===== config.mk =====
export PLATFORM = sky130hd
export DESIGN_NAME = alu_control_seq
export DESIGN_NICKNAME = d
export VERILOG_FILES = /design/src/rtl/alu_ctrl_pkg.sv /design/src/rtl/alu_control_seq_decode.sv /design/src/rtl/alu_control_seq.sv
export SDC_FILE = /design/constraint.sdc
export NUM_CORES = 1
export LEC_CHECK = 0
export BUFFER_PORTS_ARGS = -buffer_cell sky130_fd_sc_hd__buf_2
export CAP_MARGIN = 25
export CORE_UTILIZATION = 45
export DETAILED_ROUTE_END_ITERATION = 7
export HOLD_SLACK_MARGIN = 0.05
export PLACE_DENSITY = 0.65
export SYNTH_ARGS = -nofsm -noshare
export SYNTH_HDL_FRONTEND = slang
export SYNTH_SLANG_ARGS = --single-unit

===== constraint.sdc =====
create_clock -name clk -period 1.9 [get_ports clk]
set_clock_uncertainty 0.05 [all_clocks]
set_input_delay 0.19 -clock clk [delete_from_list [all_inputs] [get_ports clk]]
set_output_delay 0.19 -clock clk [all_outputs]
set_load 0.02 [all_outputs]

===== src/rtl/alu_ctrl_pkg.sv =====
// Shared encodings for the ALU control decoder and the mult/div sequencer:
// ALUOp classes, funct codes, ALU operation codes, md_op values and FSM states.
package alu_ctrl_pkg;

    // ALUOp classes; the R-type selector is all-ones at whatever ALUOp width is in use
    localparam logic [2:0] ALUOP_R_TYPE = 3'b111;
    localparam int         ALUOP_ADDI   = 1;
    localparam int         ALUOP_ANDI   = 2;
    localparam int         ALUOP_ORI    = 3;
    localparam int         ALUOP_LUI    = 4;

    localparam logic [5:0] FUNCT_SLL   = 6'b000000;
    localparam logic [5:0] FUNCT_SRL   = 6'b000010;
    localparam logic [5:0] FUNCT_MFHI  = 6'b010000;
    localparam logic [5:0] FUNCT_MFLO  = 6'b010010;
    localparam logic [5:0] FUNCT_MULT  = 6'b011000;
    localparam logic [5:0] FUNCT_MULTU = 6'b011001;
    localparam logic [5:0] FUNCT_DIV   = 6'b011010;
    localparam logic [5:0] FUNCT_DIVU  = 6'b011011;
    localparam logic [5:0] FUNCT_ADD   = 6'b100000;
    localparam logic [5:0] FUNCT_SUB   = 6'b100010;
    localparam logic [5:0] FUNCT_AND   = 6'b100100;
    localparam logic [5:0] FUNCT_OR    = 6'b100101;
    localparam logic [5:0] FUNCT_NOR   = 6'b100111;
    localparam logic [5:0] FUNCT_SLT   = 6'b101010;

    localparam logic [3:0] ALU_SLL  = 4'b0000;
    localparam logic [3:0] ALU_SRL  = 4'b0001;
    localparam logic [3:0] ALU_LUI  = 4'b0010;
    localparam logic [3:0] ALU_ADD  = 4'b0011;
    localparam logic [3:0] ALU_SUB  = 4'b0100;
    localparam logic [3:0] ALU_AND  = 4'b0101;
    localparam logic [3:0] ALU_SLT  = 4'b0110;
    localparam logic [3:0] ALU_NOR  = 4'b0111;
    localparam logic [3:0] ALU_OR   = 4'b1000;
    localparam logic [3:0] ALU_NOP  = 4'b1001;
    localparam logic [3:0] ALU_MFHI = 4'b1010;
    localparam logic [3:0] ALU_MFLO = 4'b1011;

    // md_op is funct[1:0] of the accepted mult/div instruction
    typedef enum logic [1:0] {
        MD_MULT  = 2'b00,
        MD_MULTU = 2'b01,
        MD_DIV   = 2'b10,
        MD_DIVU  = 2'b11
    } md_op_e;

    typedef enum logic [1:0] {
        ST_IDLE = 2'b00,
        ST_RUN  = 2'b01,
        ST_DONE = 2'b10
    } md_state_e;

endpackage


===== src/rtl/alu_control_seq_decode.sv =====
// Combinational {ALUOp, funct} decode: ALU operation code plus mult/div,
// MFHI/MFLO and illegal-funct classification.
module alu_func_decode
    import alu_ctrl_pkg::*;
#(
    parameter int ALUOP_WIDTH = 3,
    parameter int OP_WIDTH    = 4
) (
    input  logic [ALUOP_WIDTH-1:0] ALUOp,
    input  logic [5:0]             ALUFunction,
    output logic [OP_WIDTH-1:0]    ALUOperation,
    output logic                   is_md,
    output logic                   is_mfhilo,
    output logic                   illegal
);

    logic [3:0] op;

    // NOTE: every output gets a default before the case so no path leaves a latch.
    always_comb begin
        op        = ALU_NOP;
        is_md     = 1'b0;
        is_mfhilo = 1'b0;
        illegal   = 1'b0;
        if (ALUOp == {ALUOP_WIDTH{1'b1}}) begin
            case (ALUFunction)
                FUNCT_ADD:  op = ALU_ADD;
                FUNCT_AND:  op = ALU_AND;
                FUNCT_NOR:  op = ALU_NOR;
                FUNCT_OR:   op = ALU_OR;
                FUNCT_SLL:  op = ALU_SLL;
                FUNCT_SRL:  op = ALU_SRL;
                FUNCT_SUB:  op = ALU_SUB;
                FUNCT_SLT:  op = ALU_SLT;
                FUNCT_MFHI: begin op = ALU_MFHI; is_mfhilo = 1'b1; end
                FUNCT_MFLO: begin op = ALU_MFLO; is_mfhilo = 1'b1; end
                // the ALU idles while the iterative unit does the work
                FUNCT_MULT, FUNCT_MULTU, FUNCT_DIV, FUNCT_DIVU: is_md = 1'b1;
                default:    illegal = 1'b1;
            endcase
        end else begin
            case (ALUOp)
                ALUOP_WIDTH'(ALUOP_ADDI): op = ALU_ADD;
                ALUOP_WIDTH'(ALUOP_ANDI): op = ALU_AND;
                ALUOP_WIDTH'(ALUOP_ORI):  op = ALU_OR;
                ALUOP_WIDTH'(ALUOP_LUI):  op = ALU_LUI;
                default:                  op = ALU_NOP;
            endcase
        end
    end

    assign ALUOperation = OP_WIDTH'(op);

endmodule


===== src/rtl/alu_control_seq.sv =====
// EX-stage ALU control with a multi-cycle mult/div sequencer (MD_ITERS >= 1).
// Define ALU_CTRL_MD_NONBLOCK_EN to let mult/div retire on accept and run in the background.
module alu_control_seq
    import alu_ctrl_pkg::*;
#(
    parameter int ALUOP_WIDTH = 3,
    parameter int OP_WIDTH    = 4,
    parameter int MD_ITERS    = 32
) (
    input  logic                   clk,
    input  logic                   reset,
    input  logic [ALUOP_WIDTH-1:0] ALUOp,
    input  logic [5:0]             ALUFunction,
    input  logic                   issue_valid,
    output logic [OP_WIDTH-1:0]    ALUOperation,
    output logic                   md_start,
    output logic [1:0]             md_op,
    output logic                   md_step,
    output logic                   md_busy,
    output logic                   md_done,
    output logic                   hilo_write,
    output logic                   stall,
    output logic                   illegal
);

    localparam int               CNT_W    = $clog2(MD_ITERS + 1);
    localparam logic [CNT_W-1:0] CNT_LOAD = CNT_W'(MD_ITERS - 1);

    md_state_e        state;
    logic [CNT_W-1:0] count;
    logic             is_md;
    logic             is_mfhilo;

    alu_func_decode #(
        .ALUOP_WIDTH (ALUOP_WIDTH),
        .OP_WIDTH    (OP_WIDTH)
    ) u_decode (
        .ALUOp        (ALUOp),
        .ALUFunction  (ALUFunction),
        .ALUOperation (ALUOperation),
        .is_md        (is_md),
        .is_mfhilo    (is_mfhilo),
        .illegal      (illegal)
    );

    assign md_start = issue_valid & is_md & (state == ST_IDLE);

`ifdef ALU_CTRL_MD_NONBLOCK_EN
    // background mode: only HI/LO readers and a second mult/div wait for the unit
    assign stall = issue_valid & (is_mfhilo | is_md) & md_busy;
`else
    // the mult/div itself holds EX until DONE, where it retires
    assign stall = (issue_valid & is_md & (state != ST_DONE))
                 | (issue_valid & is_mfhilo & md_busy);
`endif

    // NOTE: state registers use non-blocking assignments so every flop samples pre-edge values.
    always_ff @(posedge clk or posedge reset) begin
        if (reset) begin
            state      <= ST_IDLE;
            count      <= '0;
            md_op      <= MD_MULT;
            md_step    <= 1'b0;
            md_busy    <= 1'b0;
            md_done    <= 1'b0;
            hilo_write <= 1'b0;
        end else begin
            case (state)
                ST_IDLE: begin
                    if (md_start) begin
                        state   <= ST_RUN;
                        md_op   <= ALUFunction[1:0];
                        count   <= CNT_LOAD;
                        md_step <= 1'b1;
                        md_busy <= 1'b1;
                    end
                end
                ST_RUN: begin
                    // a flush (issue_valid low) does not abort the run
                    if (count == '0) begin
                        state      <= ST_DONE;
                        md_step    <= 1'b0;
                        md_done    <= 1'b1;
                        hilo_write <= 1'b1;
                    end else begin
                        count <= count - CNT_W'(1);
                    end
                end
                ST_DONE: begin
                    state      <= ST_IDLE;
                    md_done    <= 1'b0;
                    hilo_write <= 1'b0;
                    md_busy    <= 1'b0;
                end
                default: begin
                    state      <= ST_IDLE;
                    md_step    <= 1'b0;
                    md_done    <= 1'b0;
                    hilo_write <= 1'b0;
                    md_busy    <= 1'b0;
                end
            endcase
        end
    end

endmodule


# Yosys cells after proc, flatten, opt, wreduce, memory -nomap -nowiden
# Index checks and enable logic that the tools add are counted.
[word_totals]
regBits = 13
input_bits = 12
output_inout_bits = 13
wordCells = 74
[op_classes]
add_sub_neg = 1
eq_ne = 24
mux = 21
bitwise = 9
n_reduce_logical = 13
[op_table]
columns = ["op", "n"]
rows = [
  ["one-hot mux 4 bit (10 select lines)", 1],
  ["equality test 6 x 5 -> 1 bit (second input constant)", 6],
  ["equality test 6 bit (second input constant)", 6],
  ["one-hot mux 4 bit (4 select lines)", 1],
  ["OR reduction 14 bit", 1],
  ["zero test 6 bit", 2],
  ["2-to-1 mux 6 bit", 2],
  ["one-hot mux 6 bit (2 select lines)", 1],
  ["2-to-1 mux 1 bit", 9],
  ["!= test 2 bit (second input constant)", 4],
  ["AND reduction 2 bit", 4],
  ["equality test 3 x 2 -> 1 bit (second input constant)", 2],
  ["equality test 3 bit (second input constant)", 2],
  ["equality test 6 x 2 -> 1 bit (second input constant)", 1],
  ["AND reduction 3 bit", 2],
  ["subtractor 6 x 1 -> 6 bit (second input constant)", 1],
  ["bitwise AND 1 bit", 5],
  ["2-to-1 mux 2 bit", 2],
  ["2-to-1 mux 4 bit", 1],
  ["one-hot mux 1 bit (2 select lines)", 2],
  ["one-hot mux 2 bit (2 select lines)", 1],
  ["OR reduction 4 bit", 1],
  ["equality test 3 x 1 -> 1 bit (second input constant)", 1],
  ["inverter 1 bit", 3],
  ["7 further kinds", 7],
]

# Depth between registers and ports, before layout
[logic_depth]
word_depth = 8
mapped_depth = 7

# By module
# From an unflattened synthesis, not the netlist that was laid out.
[hier_totals]
cells_unflattened = 111
area_unflattened_um2 = 967.2
[modules_own_cells]
columns = ["mod", "instances", "cells_per_inst", "area_per_inst_um2", "seq_area_each_um2"]
rows = [
  ["alu_control_seq", 1, 64, 664.4, 325.3],
  ["alu_func_decode", 1, 47, 302.8, 0.0],
]

# Worst setup path before layout
# Ideal clock, no wire load.
[synth_path]
path_kind = "reg-to-reg"
startpoint = "reg count[0]"
endpoint = "reg count[3]"
t_arrival_ns = 1.494
slack_ns = 0.236
path_stages_with_launch = 7
path_buffers = 0
period_less_slack_ns = 1.664
cell_sequence = "dfrtp_1 -> inv_1 -> ha_1 -> nor2b_1 -> a2111oi_0 -> xnor2_1 -> nand2_1"
[synth_via]
elab_chain_len = 3
elab_cells_between_ends = 6
cone_classes = "add/sub: 1; eq/ne: 1; mux: 2; reduce/logical: 2"
[synth_lines]
columns = ["item", "line_no", "rtl"]
rows = [
  ["from (decl)", "alu_control_seq.sv:30", "logic [CNT_W-1:0] count;"],
  ["from (signal assigned)", "alu_control_seq.sv:86", "count <= count - CNT_W'(1);"],
  ["subtractor 6 x 1 -> 6 bit / zero test 6 bit (equally long branches)", "alu_control_seq.sv:86, alu_control_seq.sv:80", ""],
  ["2-to-1 mux 6 bit / != test 2 bit (equally long branches)", "-", ""],
  ["one-hot mux 6 bit (2 select lines) / AND reduction 3 bit (equally long branches)", "-", ""],
]
# Parallel ways exist; a longest one is shown, timed or not. The select of a mux whose other input is x is not followed.
# A chain may end at the register's enable or synchronous reset.

# Worst setup path after layout
[layout_path]
startpoint = "reg state[1]"
endpoint = "out md_start"
[layout_via]
elab_chain_len = 2
[layout_lines]
columns = ["item", "line_no", "rtl"]
rows = [
  ["from (decl)", "alu_control_seq.sv:29", "md_state_e state;"],
  ["from (signal assigned)", "alu_control_seq.sv:60", "state <= ST_IDLE;"],
  ["from (signal assigned)", "alu_control_seq.sv:71", "state <= ST_RUN;"],
  ["from (signal assigned)", "alu_control_seq.sv:81", "state <= ST_DONE;"],
  ["zero test 2 bit", "alu_control_seq.sv:46", "assign md_start = issue_valid & is_md & (state == ST_IDLE);"],
  ["bitwise AND 1 bit", "alu_control_seq.sv:46", ""],
  ["to (decl)", "alu_control_seq.sv:16", "output logic md_start,"],
]
# No other way between the ends.

==> out/results.tsv <==
metric	value	unit
switching share of power	35.4	%
H-tree lvl count	1	
most frequent cells in the layout	buf_2 (24), nand2_1 (15), dfrtp_1 (12)	
RSZ-0062 raised after global routing	false	
fin crit period	1.83	ns
Final nets	153	
Switch Pwr	300	uW
Total Die Area	0.00239	mm2
Pins Over Slew Limit	0	
Via density	5.35	
R2R Setup Slk	0.17	ns
P&R area growth vs syn	16.1	%
chip width	48.9	um
Netlist cell types	47	
syn nets	129	
Mapped Area	988	um2
Via Count	883	
hpwl dp	1550	um
final global-route overflow total	0	
Max-Cap Viols	0	
Die H	48.9	um
ant diodes	0	
status	finished, final reports clean	
Tightest Hold Check Type	primary input to flip-flop	
Internal	549	uW
Setup Crit Path Kind	flip-flop to output port	
Antenna Nets Post-Route	0	
Synth area leaders	dfrtp_1 (33%), nand2_1 (5.7%), xnor2_1 (4.4%), a21oi_1 (4.1%), inv_1 (2.7%)	
Worst EP arrival	1.59	ns
largest net degree at the start of global routing	14	
Synth Area per Inst	8.60	um2
clock share of power	20.0	%
share of the synthesized area in the top cell type	32.9	%
DRT Pass-1 Iters	4	
clk buf depth	2	
count of flip-flops with a built-in enable after synthesis	0	
Remaining DRCs	0	
core outline area	0.00202	mm2
Max-slew headroom	67.2	%
Total Routing Usage GR	19.0	%
worst vdd ir	0.000573	V
drt total wl	2050	um
Initial Util	48.9	%
initial antenna violation count	0	
Fill cells	192	
# IOs	25	
Final GP Congestion	0.872	
sequential cell area fraction in the yosys report	32.9	%
setup TNS	0	ns
PortBufs	24	
register share of total power	46.6	%
Post-CTS Setup Bufs	0	
Static Leak	0.555	nW
Gate power share	33.5	%
post-synth top area cell	dfrtp_1	
Fmax	0.545	GHz
pre-CTS setup slack	0.137	ns
Primary FF master, synth	dfrtp_1	
CTS Sinks	13	
power per cell area	740	mW/mm2
Worst EP required	1.66	ns
vias in the first global route	789	
1st-iter DRT viols	13	
DR WL/cell	12.4	um
Root Buffer	clkbuf_4	
Reg clk slew, reported paths	0.07	ns
Final Worst Setup Slack	0.0661	ns
Worst Setup Start Kind	flip-flop	
endpoint class of the critical path	output port	
Tcrit/Tclk final	96.5	%
most common cell after layout, fill and taps aside	buf_2	
CTS tree	yes	
global-route wire length before repair	3480	um
Crit Path Max Fanout	7	
Async SR Flop Fraction	100	%
Multi-input gate area	581	um2
Fin. Hold Viols	0	
CTS Buf Count	3	
Setup violations, final	0	
clock latency on the worst-skew pair	0.28	ns
layout cells sized above 1	27.5	%
warnings from Yosys	0	
measured slew at the worst slew-check pin	0.479	ns
FF+latch area	327	um2
Yosys reg bits	13	
Rows	16	
Syn Inst Count	115	
[logic make-up after synthesis]
family | after synthesis | synth area share, %
AOI/OAI and AO/OA | 28 | 19.2
xor gates and xnor gates | 5 | 4.43
adders and majority gates | 2 | 2.53
buffers and inverters | 16 | 8.73
DFF | 13 | 32.9
muxes | 1 | 1.01
and+or+nand+nor | 50 | 31.1
[synth_stat cells, drive strengths merged (2+ instances only)]
master,n
a21oi,9
a2bb2oi,2
and4b,2
buf,7
dfrtp,13
ha,2
inv,8
nand2,15
nand2b,4
nand4bb,2
nor2,7
nor2b,3
nor3,2
nor3b,2
o21ai,5
o22ai,2
or3,3
xnor2,5
[area by class of cell]
type | instances | share of cell area (%)
sequential | 13 | 28.5
tap | 27 | 2.94
timing repair buffer | 27 | 12.6
clock buffer | 4 | 2.29
multi-input combinational | 86 | 50.6
inverter | 8 | 3.05
[critical path, stage by stage (launching register included)]
cell and delay (ns):
dfrtp_2 0.45, or4_4 0.60, inv_6 0.10, buf_2 0.16
[path summary, 6_finish.rpt]
path | startpoint | endpoint | cells after the start
hold reg to reg | md_op[1] | md_op[1] | 2
max in group asynchronous | reset | state[1] | 3
hold / removal | ALUFunction[0] | md_op[0] | 3
setup reg to reg | count[0] | count[3] | 6
min in group asynchronous | reset | count[3] | 3
setup / recovery | state[1] | md_start | 3
[sequential cells by signal, indices dropped and copies added (netlist names)]
signal,flops
md_busy,1
md_step,1
count,6
md_op,2
hilo_write,1
state,2
[power groups by stage]
stage | Sequential [mW] | Clock (mW) | Combinational (mW)
global route | 0.402 | 0.192 | 0.317
finish | 0.395 | 0.170 | 0.284
global placement | 0.396 | 0 | 0.277
floorplan | 0.393 | 0 | 0.214
detailed placement | 0.398 | 0 | 0.283
CTS | 0.393 | 0.176 | 0.288
[stage by stage]
| step | utilization [%] | total power, mW | std cells | hold slack (ns) | cell area (um2) |
|---|---|---|---|---|---|
| 3_5_place_dp | 54.7 | 0.681 | 160 | 0.179 | 1110 |
| 6_report | 56.7 | 0.849 | 165 | 0.199 | 1150 |
| 3_3_place_gp | 54.7 | 0.673 | 160 | 0.180 | 1110 |
| 5_1_grt | 56.7 | 0.911 | 165 | 0.207 | 1150 |
| 2_1_floorplan | - | 0.607 | 115 | 0.0170 | 988 |
| 4_1_cts | 56.7 | 0.857 | 165 | 0.192 | 1150 |
[timing repair]
action / CTS / global route
gates resized for setup: 1 / 1
endpoints found under the setup margin: 1 / 1
hold buffers: 1 / 0
endpoints found under the hold margin: 13 / 0
[layer usage]
layer	vias to the layer above	track usage (%)	part of all wire, %
met3	5	5.92	5.7
met4	0	5.88	1.1
met5	-	0	0
li1	449	-	-
met2	24	25.0	38
met1	405	29.0	55
(Power assumes the default switching activity.)
